File: config.mk
export PLATFORM = sky130hd
export DESIGN_NAME = reg_file_4x4
export DESIGN_NICKNAME = d
export VERILOG_FILES = /design/src/rtl/reg_file_pkg.sv /design/src/rtl/reg_file_read_port.sv /design/src/rtl/reg_file_4x4.sv
export SDC_FILE = /design/constraint.sdc
export NUM_CORES = 1
export LEC_CHECK = 0
export BUFFER_PORTS_ARGS = -buffer_cell sky130_fd_sc_hd__buf_2
export CORE_MARGIN = 2
export CORE_UTILIZATION = 55
export CTS_CLUSTER_DIAMETER = 150
export DETAILED_ROUTE_END_ITERATION = 10
export PLACE_DENSITY = 0.89
export SLEW_MARGIN = 30
export SYNTH_ARGS = -nofsm -noshare
export SYNTH_HDL_FRONTEND = slang
export SYNTH_SLANG_ARGS = --single-unit
export TNS_END_PERCENT = 1
File: constraint.sdc
create_clock -name clk -period 3.6 [get_ports clk]
set_input_delay 1.08 -clock clk [delete_from_list [all_inputs] [get_ports clk]]
set_output_delay 1.08 -clock clk [all_outputs]
set_load 0.1 [all_outputs]
File: src/rtl/reg_file_pkg.sv
// Shared widths and types for the 4x4 register file.
// Optional write-through forwarding is enabled by defining REG_FILE_BYPASS_EN.
package reg_file_pkg;

    localparam int DATA_W   = 4;
    localparam int ADDR_W   = 2;
    localparam int NUM_REGS = 2 ** ADDR_W;

    typedef logic [DATA_W-1:0] data_t;
    typedef logic [ADDR_W-1:0] sel_t;

endpackage : reg_file_pkg

File: src/rtl/reg_file_read_port.sv
// One combinational read port: select mux over the storage array.
// With REG_FILE_BYPASS_EN defined, a read of the register being written returns DATA_IN.
module reg_file_read_port
    import reg_file_pkg::*;
(
    input  data_t regs_i [NUM_REGS],
    input  sel_t  rd_sel_i,
    output data_t rd_data_o
`ifdef REG_FILE_BYPASS_EN
    ,
    input  logic  wr_active_i,
    input  sel_t  wr_sel_i,
    input  data_t wr_data_i
`endif
);

`ifdef REG_FILE_BYPASS_EN
    // Forward the in-flight write so the ALU sees the result in the same cycle.
    always_comb begin
        rd_data_o = regs_i[rd_sel_i];
        if (wr_active_i && (wr_sel_i == rd_sel_i)) begin
            rd_data_o = wr_data_i;
        end
    end
`else
    assign rd_data_o = regs_i[rd_sel_i];
`endif

endmodule : reg_file_read_port

File: src/rtl/reg_file_4x4.sv
// 4-entry x 4-bit register file: two combinational read ports, one unconditional write port.
// Define REG_FILE_BYPASS_EN to forward DATA_IN to a read port selecting the write target.
module reg_file_4x4
    import reg_file_pkg::*;
(
    input  logic  clk,
    input  logic  rst_n,
    input  sel_t  SEL_A,
    input  sel_t  SEL_B,
    input  sel_t  SEL_W,
    input  data_t DATA_IN,
    output data_t OUT_A,
    output data_t OUT_B
);

    data_t regs_q [NUM_REGS];
    data_t regs_d [NUM_REGS];

    // There is no write enable: every non-reset edge stores DATA_IN somewhere.
    always_comb begin
        for (int i = 0; i < NUM_REGS; i++) begin
            regs_d[i] = regs_q[i];
        end
        regs_d[SEL_W] = DATA_IN;
    end

    always_ff @(posedge clk) begin
        if (!rst_n) begin
            for (int i = 0; i < NUM_REGS; i++) begin
                regs_q[i] <= '0;
            end
        end else begin
            for (int i = 0; i < NUM_REGS; i++) begin
                regs_q[i] <= regs_d[i];
            end
        end
    end

    reg_file_read_port u_read_a (
        .regs_i      (regs_q),
        .rd_sel_i    (SEL_A),
        .rd_data_o   (OUT_A)
`ifdef REG_FILE_BYPASS_EN
        ,
        .wr_active_i (rst_n),
        .wr_sel_i    (SEL_W),
        .wr_data_i   (DATA_IN)
`endif
    );

    reg_file_read_port u_read_b (
        .regs_i      (regs_q),
        .rd_sel_i    (SEL_B),
        .rd_data_o   (OUT_B)
`ifdef REG_FILE_BYPASS_EN
        ,
        .wr_active_i (rst_n),
        .wr_sel_i    (SEL_W),
        .wr_data_i   (DATA_IN)
`endif
    );

endmodule : reg_file_4x4

==> impl_metrics.py, run 1 <==
metrics = {
    "routing": {
        "drt_iter0_markers": 12,
        "routedWlPerCell_um": 15.1,
        "drcViolationCount": 0,
        "ant_nets": 0,
        "vias": 648,
        "wirelength_um": 1680,
        "drtPass1Iterations": 2,
        "viasPerCell": 5.84,
    },
    "power_and_ir_drop": {
        "pwr_density_cell_nw_per_um2": 395,
        "vdd_drop_max_uv": 192,
        "p_comb_frac": 0.244,
        "switching_share": 0.335,
        "p_seq_frac": 0.506,
        "power_switching_mw": 0.127,
        "internal_power_mw": 0.251,
        "pwr-share-clk": 0.249,
        "power_leakage_nw": 0.435,
        "power_mw": 0.378,
    },
    "cts": {
        "cts-root-buf": "clkbuf_4",
        "htreeDepth": 1,
        "cts_made_buffers": 3,
        "post-cts-setup-buffers": 0,
        "worstSkewPairLatency_ns": 0.29,
        "cts_num_sinks": 16,
        "cts_resized": 0,
        "cts.clk_slew.worst_paths_ns": 0.09,
        "clk_path_buf_depth": 2,
        "cts_tree": "done",
        "cts-hold-fix-buffers": 0,
    },
    "grt": {
        "grt_start_max_net_pins": 17,
        "grt_pass1_wl_um": 2810,
        "track_usage": 0.204,
        "grt_pass1_vias": 661,
        "antenna_found_initial": 0,
        "overflow": 0,
    },
    "critical_path": {
        "critPathMaxFanout": 4,
        "critPathKind": "in -> out",
        "cp.required_ns": 2.52,
        "endpoint_kind": "output port",
        "arrival_ns": 2.08,
        "crit_path_start_kind": "primary input",
    },
    "timing": {
        "hold_viol": 0,
        "relSlewSlack": 0.679,
        "finalMaxSlewViolations": 0,
        "rsz0062_at_grt": "no",
        "worst_pin_slew_ns": 0.484,
        "period_share": 0.877,
        "timing.final.crit_period_ns": 3.16,
        "tns_ns": 0,
        "finalSetupViolations": 0,
        "clock_skew_ns": 0,
        "fmax_mhz": 317,
    },
    "outcome": {
        "status": "finished, final reports clean",
    },
    "final_layout": {
        "top_register": "regs_q",
        "reg.largest.list": "regs_q: 16 flops",
        "syn2layout_area_growth_pct": 14.2,
        "fill_cells": 115,
        "drive_above_1_share": 0.242,
        "largest_reg_flops": 16,
        "n_antenna_cell": 0,
        "nets": 109,
    },
    "logic_synthesis": {
        "synth-seq-area-share": 0.382,
        "ys_ff_latch": 16,
        "post_synth.cell_area_avg_um2": 10.9,
        "syn_inst": 77,
        "yosys.area.top_type_share": 0.382,
        "yosysTopAreaCell": "dfxtp_1",
        "syn_area_um2": 838,
        "syn_nets": 89,
        "synth_cell_types": 13,
        "synth.yosys.warnings": 0,
        "ys_top_cells_by_area": "dfxtp_1 (38%), mux4_1 (25%), a21boi_0 (11%), nand2_1 (7.6%), mux2i_1 (4.8%)",
    },
    "placement": {
        "gp_routability_congestion": 0.738,
        "numPortBuffers": 19,
    },
    "min_path": {
        "hp-class": "reg -> reg",
    },
    "floorplan": {
        "die_area_um2": 1850,
        "core.rowCount": 14,
        "die_w_um": 43.0,
        "start_util": 0.570,
        "core_um2": 1470,
        "die_height_um": 43.0,
        "ios": 20,
    },
    "flow_run": {
        "maxCapViolCount": 0,
    },
}
[stage by stage]
stage	instance area, um^2	hold slack, ns	cells	worst slack (ns)	utilization
after floorplan	838	0.447	77	0.467	-
after global placement	935	0.460	108	0.464	0.635
after detailed placement	935	0.485	108	0.438	0.635
after CTS	957	0.497	111	0.438	0.651
after global routing	957	0.522	111	0.395	0.651
final	957	0.494	111	0.443	0.651
[cell type report]
type | count | area [um^2] | share of cell area
tap | 16 | 20.0 | 0.0209
sequential | 16 | 320 | 0.335
timing repair buffer | 19 | 95.1 | 0.0993
clock buffer | 3 | 22.5 | 0.0235
multi-input combinational | 57 | 499 | 0.522
[logic make-up after synthesis]
logic type,synth area share
and+or+nand+nor,0.166
AOI/OAI and AO/OA,0.131
DFF,0.382
muxes,0.299
buffers and inverters,0.0224
[synth_stat cells]
cell type and n:
mux4_1 8, nand2_1 17, dfxtp_1 16, nand3_1 4, nand2b_1 2, nor2_4 1
nor2b_1 5, o21ai_0 4, mux2i_1 4, a21boi_0 12, buf_2 2, clkbuf_2 1
clkbuf_1 1
[worst max-delay path: stages]
cell and delay [ns]:
buf_2 0.14, mux4_1 0.55, buf_2 0.31
[power by group through the flow]
stage | clock (mW) | combinational [mW] | sequential, mW
after floorplan | 0 | 0.0738 | 0.193
after global placement | 0 | 0.0908 | 0.194
after detailed placement | 0 | 0.0923 | 0.195
after CTS | 0.0941 | 0.0925 | 0.191
after global routing | 0.103 | 0.0971 | 0.192
final | 0.0943 | 0.0923 | 0.191
[cells in the final DEF, fill, tap and decap left out]
cell type  count
a21boi_0      12
buf_2         19
clkbuf_4       3
dfxtp_1       16
mux2i_1        4
mux4_1         8
nand2_1       17
nand2b_1       2
nand3_1        4
nor2_4         1
nor2b_1        5
o21ai_0        4
[routing by layer]
layer | routed length (um) | GRT usage | vias to the layer above | part of all wire
li1 | - | - | 322 | -
met4 | 25 | 0.109 | 0 | 0.015
met1 | 747 | 0.238 | 305 | 0.44
met5 | 0 | 0 | - | 0
met2 | 820 | 0.348 | 18 | 0.49
met3 | 87 | 0.0426 | 3 | 0.052
[path summary, 6_finish.rpt]
| path | startpoint | to | slack (ns) | cells past startpoint |
|---|---|---|---|---|
| worst min register to register | regs_q[2] | regs_q[2] | 0.49 | 2 |
| worst min-delay path | regs_q[2] | regs_q[2] | 0.49 | 2 |
| worst max-delay path | SEL_A[0] | OUT_A[2] | 0.44 | 3 |
| worst max register to register | regs_q[12] | regs_q[12] | 2.90 | 2 |
Note: power is estimated with default switching activity, not from simulation.
==> inputs of run 2 (changes only) <==
--- a/config.mk
+++ b/config.mk
@@ -10,6 +10,7 @@
 export CORE_UTILIZATION = 55
 export CTS_CLUSTER_DIAMETER = 150
 export DETAILED_ROUTE_END_ITERATION = 10
+export MAX_ROUTING_LAYER = met4
 export PLACE_DENSITY = 0.89
 export SLEW_MARGIN = 30
 export SYNTH_ARGS = -nofsm -noshare
==> impl_metrics.py, run 2 (synthesized netlist as in run 1, its figures left out) <==
metrics = {
    "critical_path": {
        "crit_path_start_kind": "primary input",
        "critPathMaxFanout": 4,
        "arrival_ns": 2.08,
        "critPathKind": "in -> out",
        "endpoint_kind": "output port",
        "cp.required_ns": 2.52,
    },
    "flow_run": {
        "maxCapViolCount": 0,
    },
    "final_layout": {
        "final_common_cell": "buf_2",
        "syn2layout_area_growth_pct": 14.2,
        "multi_input_area_um2": 499,
        "n_antenna_cell": 0,
        "layout_common_cells": "buf_2 (19), nand2_1 (17), dfxtp_1 (16)",
        "largest_reg_flops": 16,
        "fill_cells": 115,
        "nets": 109,
        "register_area_um2": 320,
        "drive_above_1_share": 0.242,
        "reg.largest.list": "regs_q: 16 flops",
        "top_register": "regs_q",
    },
    "timing": {
        "clock_skew_ns": 0,
        "period_share": 0.876,
        "rsz0062_at_grt": "no",
        "fmax_mhz": 317,
        "relSlewSlack": 0.679,
        "hold_viol": 0,
        "worst_pin_slew_ns": 0.484,
        "finalSetupViolations": 0,
        "tns_ns": 0,
        "finalMaxSlewViolations": 0,
        "timing.final.crit_period_ns": 3.16,
        "whs_ns": 0.494,
    },
    "floorplan": {
        "start_util": 0.570,
        "die_area_um2": 1850,
        "die_w_um": 43.0,
        "die_height_um": 43.0,
        "core_um2": 1470,
        "core.rowCount": 14,
        "ios": 20,
    },
    "placement": {
        "gp_routability_congestion": 0.747,
        "numPortBuffers": 19,
    },
    "cts": {
        "cts.clk_slew.worst_paths_ns": 0.09,
        "cts_num_sinks": 16,
        "post-cts-setup-buffers": 0,
        "clk_path_buf_depth": 2,
        "cts_tree": "done",
        "worstSkewPairLatency_ns": 0.29,
        "cts_made_buffers": 3,
        "cts-root-buf": "clkbuf_4",
        "htreeDepth": 1,
        "cts_resized": 0,
        "cts-hold-fix-buffers": 0,
    },
    "power_and_ir_drop": {
        "vdd_drop_max_uv": 190,
        "pwr_density_cell_nw_per_um2": 394,
        "power_leakage_nw": 0.435,
    },
    "min_path": {
        "hp-class": "reg -> reg",
    },
    "routing": {
        "drt_iter0_markers": 17,
        "drcViolationCount": 0,
        "routedWlPerCell_um": 15.2,
        "viasPerCell": 5.91,
        "wirelength_um": 1690,
        "ant_nets": 0,
        "vias": 656,
        "drtPass1Iterations": 4,
    },
    "grt": {
        "track_usage": 0.212,
        "grt_pass1_wl_um": 2820,
        "grt_pass1_vias": 655,
        "antenna_found_initial": 0,
        "overflow": 0,
        "grt_start_max_net_pins": 17,
    },
    "outcome": {
        "status": "finished, final reports clean",
    },
}
run 2: cell counts in the layout (fill, tap and decap cells not counted):
No cell type changed its count.
run 2: critical path, cell delays in order:
cell and delay, ns:
buf_2 0.14, mux4_1 0.55, buf_2 0.31
run 2: routing by layer:
layer,track usage,up-vias,part of all wire
met5,-,-,0
met2,0.345,22,0.49
met3,0.0426,3,0.057
met1,0.246,309,0.44
li1,-,322,-
met4,0.109,0,0.016
run 2: worst paths after layout:
path / startpoint / end / slack [ns] / cells after the start
setup reg to reg: regs_q[12] / regs_q[12] / 2.90 / 2
hold / removal: regs_q[1] / regs_q[1] / 0.49 / 2
setup / recovery: SEL_A[0] / OUT_A[2] / 0.44 / 3
hold reg to reg: regs_q[1] / regs_q[1] / 0.49 / 2
run 2: report_power, final:
group / internal [mW] / leakage [nW] / switching (mW)
clock network: 0.0389 / 0.0138 / 0.0542
registers: 0.185 / 0.131 / 0.00607
logic: 0.0270 / 0.290 / 0.0654
total: 0.251 / 0.435 / 0.126
run 2: area by class of cell:
| type | instances | area share |
|---|---|---|
| multi-input cells | 57 | 0.522 |
| flip-flops and latches | 16 | 0.335 |
| repair buffers | 19 | 0.0993 |
| clock buffers | 3 | 0.0235 |
| well taps | 16 | 0.0209 |
run 2: metrics by stage:
step	cell area, um^2	setup slack [ns]	power (mW)	cells	utilization
finish	957	0.445	0.377	111	0.651
floorplan	838	0.467	0.266	77	-
global placement	935	0.464	0.285	108	0.635
detailed placement	935	0.438	0.288	108	0.635
global route	957	0.395	0.392	111	0.651
CTS	957	0.438	0.378	111	0.651
==> inputs of run 3 (changes only) <==
--- a/config.mk
+++ b/config.mk
@@ -6,12 +6,11 @@
 export NUM_CORES = 1
 export LEC_CHECK = 0
 export BUFFER_PORTS_ARGS = -buffer_cell sky130_fd_sc_hd__buf_2
-export CORE_MARGIN = 2
-export CORE_UTILIZATION = 55
+export CORE_UTILIZATION = 46
 export CTS_CLUSTER_DIAMETER = 150
 export DETAILED_ROUTE_END_ITERATION = 10
 export MAX_ROUTING_LAYER = met4
-export PLACE_DENSITY = 0.89
+export PLACE_DENSITY = 0.8
 export SLEW_MARGIN = 30
 export SYNTH_ARGS = -nofsm -noshare
 export SYNTH_HDL_FRONTEND = slang
==> constraint.sdc (replaced) <==
create_clock -name clk -period 2.71 [get_ports clk]
set_input_delay 0.813 -clock clk [delete_from_list [all_inputs] [get_ports clk]]
set_output_delay 0.813 -clock clk [all_outputs]
set_load 0.1 [all_outputs]
==> impl_metrics.py, run 3 (synthesized netlist as in run 1, its figures left out) <==
metrics = {
    "outcome": {
        "status": "finished, final reports clean",
    },
    "cts": {
        "htreeDepth": 1,
        "cts_resized": 0,
        "worstSkewPairLatency_ns": 0.29,
        "cts.clk_slew.worst_paths_ns": 0.09,
        "cts-hold-fix-buffers": 0,
        "clk_path_buf_depth": 2,
        "cts_tree": "done",
        "cts_num_sinks": 16,
        "post-cts-setup-buffers": 0,
        "cts_made_buffers": 3,
        "cts-root-buf": "clkbuf_4",
    },
    "final_layout": {
        "reg.largest.list": "regs_q: 16 flops",
        "n_antenna_cell": 0,
        "top_register": "regs_q",
        "nets": 109,
        "final_common_cell": "buf_2",
        "fin_area_um2": 982,
        "drive_above_1_share": 0.250,
        "syn2layout_area_growth_pct": 17.2,
        "largest_reg_flops": 16,
        "layout_common_cells": "buf_2 (19), nand2_1 (17), dfxtp_1 (16)",
    },
    "floorplan": {
        "core_um2": 1710,
        "start_util": 0.491,
        "die_w_um": 44.7,
        "core.rowCount": 15,
        "ios": 20,
        "die_area_um2": 2000,
        "die_height_um": 44.7,
    },
    "critical_path": {
        "rrSetupSlack_ns": 1.98,
        "crit_path_start_kind": "primary input",
        "critPathMaxFanout": 4,
        "cp.required_ns": 1.90,
        "arrival_ns": 1.81,
        "critPathKind": "in -> out",
        "endpoint_kind": "output port",
    },
    "grt": {
        "overflow": 0,
        "grt_pass1_vias": 584,
        "grt_start_max_net_pins": 17,
        "antenna_found_initial": 0,
        "grt_pass1_wl_um": 2640,
        "track_usage": 0.192,
    },
    "power_and_ir_drop": {
        "power_mw": 0.536,
        "power_leakage_nw": 0.442,
        "vdd_drop_max_uv": 240,
        "pwr_density_cell_nw_per_um2": 546,
    },
    "placement": {
        "placed_area_um2": 946,
        "place_ws_ns": 0.0804,
        "post-dp-hpwl_um": 1250,
        "gp_routability_congestion": 0.695,
        "numPortBuffers": 19,
    },
    "routing": {
        "vias": 647,
        "wirelength_um": 1660,
        "ant_nets": 0,
        "drt_iter0_markers": 23,
        "routedWlPerCell_um": 13.7,
        "drtPass1Iterations": 4,
        "drcViolationCount": 0,
        "viasPerCell": 5.35,
    },
    "timing": {
        "rsz0062_at_grt": "no",
        "hold_viol": 0,
        "worst_pin_slew_ns": 0.485,
        "finalSetupViolations": 0,
        "clock_skew_ns": 0,
        "tns_ns": 0,
        "finalMaxSlewViolations": 0,
        "whs_ns": 0.484,
        "period_share": 0.967,
        "fin_ws_ns": 0.0888,
        "relSlewSlack": 0.679,
        "timing.final.crit_period_ns": 2.62,
        "fmax_mhz": 382,
    },
    "flow_run": {
        "maxCapViolCount": 0,
    },
    "min_path": {
        "hp-class": "reg -> reg",
    },
}
[run 3: critical path, cell delays in order]
cell    delay, ns
buf_2        0.14
mux4_1       0.55
buf_2        0.31
[run 3: through the flow]
stage	std cells	util
6_report	121	0.575
5_1_grt	121	0.575
4_1_cts	121	0.575
3_5_place_dp	117	0.554
3_3_place_gp	117	0.554
2_1_floorplan	77	-
[run 3: metal layers]
layer | wire length, um | vias to the layer above | track usage
li1 | - | 320 | -
met2 | 805 | 22 | 0.312
met1 | 767 | 303 | 0.237
met4 | 16 | 0 | 0.0909
met5 | 0 | - | -
met3 | 68 | 2 | 0.0240
[run 3: report_power, final]
part	leakage [nW]	internal, mW	switching [mW]
Combinational	0.290	0.0358	0.0867
Sequential	0.131	0.246	0.00795
Clock	0.0210	0.0818	0.0776
Total	0.442	0.364	0.172
[run 3: worst paths after layout]
| check | start | to | cells past startpoint |
|---|---|---|---|
| worst max-delay path | SEL_A[0] | OUT_A[1] | 3 |
| worst max register to register | regs_q[13] | regs_q[13] | 2 |
| worst min register to register | regs_q[3] | regs_q[3] | 2 |
| worst min-delay path | regs_q[3] | regs_q[3] | 2 |
[run 3: area by class of cell]
type,count,area (um^2)
Fill cell,150,726
Multi-Input combinational cell,57,499
Sequential cell,16,320
Timing Repair Buffer,19,95.1
Clock buffer,4,36.3
Tap cell,25,31.3
